File: src/rtl/lc3_mem_master.sv
// lc3_mem_master: memory-side initiator for the LC-3 core.
// It accepts one read or write request at a time over a valid/ready
// handshake. The combinational SRAM strobe is held for WAIT_STATES+1 cycles,
// then the SRAM output is sampled and returned over a response handshake.
//
// Build option: define LC3_MEMIF_POSTED_WRITE_EN to make writes posted.
// A posted write returns straight to IDLE and produces no response.
// Reads are not affected by this option.
module lc3_mem_master #(
    parameter int WAIT_STATES = 1      // extra strobe cycles, 0..15
) (
    input  logic        clk,
    input  logic        reset_n,
    input  logic        req_valid,
    output logic        req_ready,
    input  logic        req_write,
    input  logic [15:0] req_address,
    input  logic [15:0] req_wdata,
    output logic        rsp_valid,
    input  logic        rsp_ready,
    output logic [15:0] rsp_rdata,
    output logic [15:0] sram_address,
    output logic [15:0] sram_data,
    output logic        sram_write_enable,
    output logic        sram_output_enable,
    input  logic [15:0] sram_rdata
);

    localparam logic [1:0] ST_IDLE   = 2'd0;
    localparam logic [1:0] ST_ACCESS = 2'd1;
    localparam logic [1:0] ST_RESP   = 2'd2;

    // The wait counter is four bits wide, so WAIT_STATES is truncated to that width.
    localparam logic [3:0] WAIT_LOAD = 4'(WAIT_STATES);

    logic [1:0] state_reg;
    logic [3:0] wait_cnt_reg;

    // req_ready is decoded from the state only. Reset forces the state to IDLE
    // asynchronously, so req_ready reads 1 while reset is held.
    assign req_ready = (state_reg == ST_IDLE);

`ifdef LC3_MEMIF_POSTED_WRITE_EN
    logic write_reg;

    // Store the request direction so ACCESS can decide whether to skip RESP.
    always_ff @(posedge clk or negedge reset_n) begin
        if (!reset_n) begin
            write_reg <= 1'b0;
        end else if (state_reg == ST_IDLE && req_valid) begin
            write_reg <= req_write;
        end
    end
`endif

    // Main controller: the FSM, the wait counter, the SRAM port registers and the response registers.
    always_ff @(posedge clk or negedge reset_n) begin
        if (!reset_n) begin
            state_reg          <= ST_IDLE;
            wait_cnt_reg       <= 4'd0;
            rsp_valid          <= 1'b0;
            rsp_rdata          <= 16'h0000;
            sram_address       <= 16'h0000;
            sram_data          <= 16'h0000;
            sram_write_enable  <= 1'b0;
            sram_output_enable <= 1'b0;
        end else begin
            case (state_reg)
                ST_IDLE: begin
                    // The address and data are registered here. They keep their values until the next accept.
                    if (req_valid) begin
                        sram_address       <= req_address;
                        sram_data          <= req_wdata;
                        sram_write_enable  <= req_write;
                        sram_output_enable <= !req_write;
                        wait_cnt_reg       <= WAIT_LOAD;
                        state_reg          <= ST_ACCESS;
                    end
                end
                ST_ACCESS: begin
                    if (wait_cnt_reg != 4'd0) begin
                        wait_cnt_reg <= wait_cnt_reg - 4'd1;
                    end else begin
                        // This is the last strobe cycle. Drop both strobes now.
                        sram_write_enable  <= 1'b0;
                        sram_output_enable <= 1'b0;
`ifdef LC3_MEMIF_POSTED_WRITE_EN
                        if (write_reg) begin
                            state_reg <= ST_IDLE;
                        end else begin
                            rsp_rdata <= sram_rdata;
                            rsp_valid <= 1'b1;
                            state_reg <= ST_RESP;
                        end
`else
                        // On a write the SRAM output follows its data input, so a write returns the write data.
                        rsp_rdata <= sram_rdata;
                        rsp_valid <= 1'b1;
                        state_reg <= ST_RESP;
`endif
                    end
                end
                ST_RESP: begin
                    // Go back to IDLE only. A new request is not accepted in the handshake cycle.
                    if (rsp_ready) begin
                        rsp_valid <= 1'b0;
                        state_reg <= ST_IDLE;
                    end
                end
                default: begin
                    state_reg          <= ST_IDLE;
                    rsp_valid          <= 1'b0;
                    sram_write_enable  <= 1'b0;
                    sram_output_enable <= 1'b0;
                end
            endcase
        end
    end

endmodule

File: config.mk
export PLATFORM = sky130hd
export DESIGN_NAME = lc3_mem_master
export DESIGN_NICKNAME = d
export VERILOG_FILES = /design/src/rtl/lc3_mem_master.sv
export SDC_FILE = /design/constraint.sdc
export NUM_CORES = 1
export LEC_CHECK = 0
export CAP_MARGIN = 20
export CELL_PAD_IN_SITES_DETAIL_PLACEMENT = 0
export CELL_PAD_IN_SITES_GLOBAL_PLACEMENT = 1
export CORE_ASPECT_RATIO = 1.1
export CORE_MARGIN = 4
export CORE_UTILIZATION = 52
export DETAILED_ROUTE_END_ITERATION = 10
export DONT_BUFFER_PORTS = 1
export PLACE_DENSITY_LB_ADDON = 0.1
export REMOVE_ABC_BUFFERS = 1
export SYNTH_ARGS = -nofsm -noshare
export SYNTH_HDL_FRONTEND = slang
export SYNTH_SLANG_ARGS = --single-unit
File: constraint.sdc
create_clock -name clk -period 3.85 [get_ports clk]
set_input_delay 0.385 -clock clk [delete_from_list [all_inputs] [get_ports clk]]
set_output_delay 0.385 -clock clk [all_outputs]
set_load 0.05 [all_outputs]
==> impl_metrics.json <==
{
  "outcome": "completed",
  "rr_endpoint": "sram_address[6]",
  "ys_seq_area_share_pct": 60.67,
  "design_area_um2": 2536,
  "async_flop_share_pct": 100.0,
  "drive_gt1_share_pct": 42.68,
  "fillers": 346,
  "worst_pin_slew_ns": 0.9043,
  "rsz0062_at_grt": "false",
  "hold_class": "in2reg",
  "routed_wl_um": 4147,
  "r2r_setup_slack_ns": 2.21,
  "grt_overflow_total": 0,
  "synth_xor_area_share_pct": 0,
  "synth_flop_cell": "dfrtp_1",
  "met2_usage_pct": 24.50,
  "met1_usage_pct": 17.82,
  "synthDistinctLibCells": 25,
  "endpoint_kind": "output pin",
  "critical_path_class": "reg2out",
  "dieWidth_um": 72.11,
  "cts.sinks": 57,
  "die-height_um": 78.52,
  "setup_violations": 0,
  "antenna_found_initial": 0,
  "finalWorstSetupSlack_ns": 1.886,
  "synth_simple_gate_area_share_pct": 6.599,
  "muxShareOfSynthArea_pct": 25.55,
  "insertion_delay_ns": 0.32,
  "yosysWarningCount": 0,
  "postRouteAntennaNets": 0,
  "crit_path_max_fanout": 10,
  "synth_top_family_by_area": "multiplexers",
  "start_util_pct": 54.07,
  "crit_required_ns": 3.46,
  "synth_fa_ha_area_share_pct": 1.064,
  "dpl.hpwl_um": 2959,
  "port_buffers": 0,
  "min_period_ns": 1.964,
  "ctsResizeCount": 0,
  "crit_slowest_cell": "nor2_1",
  "syn_inst": 149,
  "use_met3_pct": 9.091,
  "crit_buf_inv": 0,
  "first_pass_iters": 4,
  "cts_max_level": 3,
  "area_growth_pct": 7.876,
  "cts_buffer_depth": 2,
  "critPathMaxStageDelay_ns": 0.75,
  "fin_tns_setup_ns": 0,
  "skew_ns": 0.006819,
  "core_region_area_um2": 4348,
  "maxCapViolCount": 0,
  "wl_per_cell_um": 19.65,
  "grt_use_total_pct": 16.05,
  "min-delay-start": "sram_rdata[11]",
  "synth_compound_area_share_pct": 2.076,
  "slew_headroom_pct": 39.49,
  "multiInputGateArea_um2": 829.5,
  "drc_errors": 0,
  "path_cells": "nor2_1",
  "root_buffer": "clkbuf_8",
  "yosys_register_bits": 57,
  "seqCellArea_um2": 1426,
  "rows": 25,
  "top_usage_layer": "met2",
  "synth_area_um2": 2351,
  "fp.dieArea_um2": 5662,
  "r2r_cells": 3,
  "diodes": 0,
  "postCtsSetupBuffers": 0,
  "reg.largest.list": "rsp_rdata: 16 flops, sram_address: 16 flops, sram_data: 16 flops",
  "fin_crit_sh_pct": 51.02,
  "hold_path_depth": 1,
  "cts.hold.buffers_added": 2,
  "grt_pass1_wl_um": 6955,
  "whs_endpoint": "rsp_rdata[11]",
  "grt_pass1_vias": 1374,
  "drv_slew": 0,
  "drtIter0Drc": 56,
  "avgViaCountPerCell": 5.569,
  "final_core_util_pct": 58.33,
  "numCtsBuffers": 9,
  "arrival_ns": 1.58,
  "route.vias.total": 1175,
  "ios": 105,
  "hold_violations": 0,
  "synth_edf_count": 0,
  "nets": 211,
  "grt_max_degree": 58,
  "dp_slack_ns": 2.209,
  "critPathTopFamily": "simple AND/OR/NAND/NOR gates",
  "cts_tree": "built",
  "start_kind": "flop",
  "gp_congestion": 0.6831,
  "dpl-instance-area_um2": 2342,
  "avgSynthCellArea_um2": 15.78,
  "reg2reg_from": "state_reg[0]",
  "path_clk_slew_ns": 0.06,
  "timing.fmax_mhz": 509.1
}
## cell type report
| type | count | share of cell area (%) |
|---|---|---|
| Clock buffer | 11 | 5.969 |
| Clock inverter | 1 | 0.1973 |
| Inverter | 3 | 0.4440 |
| Multi-Input combinational cell | 82 | 32.71 |
| Sequential cell | 57 | 56.24 |
| Tap cell | 54 | 2.664 |
| Timing Repair Buffer | 3 | 1.776 |
## stage by stage
| stage | instances | hold WS, ns |
|---|---|---|
| floorplan | 142 | 0.08941 |
| global placement | 197 | 0.09072 |
| detailed placement | 197 | 0.09070 |
| CTS | 211 | 0.1996 |
| global route | 211 | 0.1875 |
| finish | 211 | 0.2145 |
## cells by family after synthesis
group / after synthesis
adders and majority gates: 2
and+or+nand+nor: 22
DFF: 57
buffers and inverters: 10
AOI/OAI and AO/OA: 7
muxes: 51
## worst max path at each step
stage                  from               to  slack (ns)  depth (start not counted)
3_5_place_dp   state_reg[0]     sram_data[3]        2.21                          3
2_1_floorplan  state_reg[0]  sram_address[0]        1.88                          2
3_3_place_gp   state_reg[0]        req_ready        2.23                          1
4_1_cts        state_reg[0]        req_ready        1.87                          1
6_report       state_reg[0]        req_ready        1.89                          1
5_1_grt        state_reg[0]        req_ready        1.81                          1
## per-layer routing
layer	wire, um	vias up
met4	61	0
met1	1547	584
met2	2068	61
met5	0	-
met3	469	5
li1	-	525
## layout by cell type, fill, tap and decap left out
master / n
nand2b_1: 2
mux2_4: 8
dlygate4sd3_1: 1
a21oi_1: 1
dfrtp_1: 57
nor3b_1: 1
nor3b_4: 2
o21bai_1: 1
nor2_1: 4
mux2_2: 40
buf_16: 1
buf_4: 1
nand2b_4: 2
or3_1: 1
o21ai_0: 2
or2_2: 1
nand3_1: 2
inv_1: 3
clkbuf_8: 11
clkinv_2: 1
o41ai_1: 1
ha_1: 2
or4_1: 1
mux2i_1: 3
nand2_1: 5
nor2b_1: 1
o2bb2ai_1: 2
## cell usage after synthesis (all sizes together) (2+ instances only)
cell     number  area [um^2]
dfrtp        57         1426
mux2         48        570.6
buf           7        83.83
nand2         5        18.77
nand2b        4        40.04
nor2          4        15.01
inv           3        11.26
mux2i         3        30.03
nor3b         3        45.05
ha            2        25.02
nand3         2        10.01
o21ai         2        10.01
o2bb2ai       2        17.52
Power is left out: the tool's default activity adds up to more than one toggle a clock period on the data nets, which glitch-free logic cannot reach.
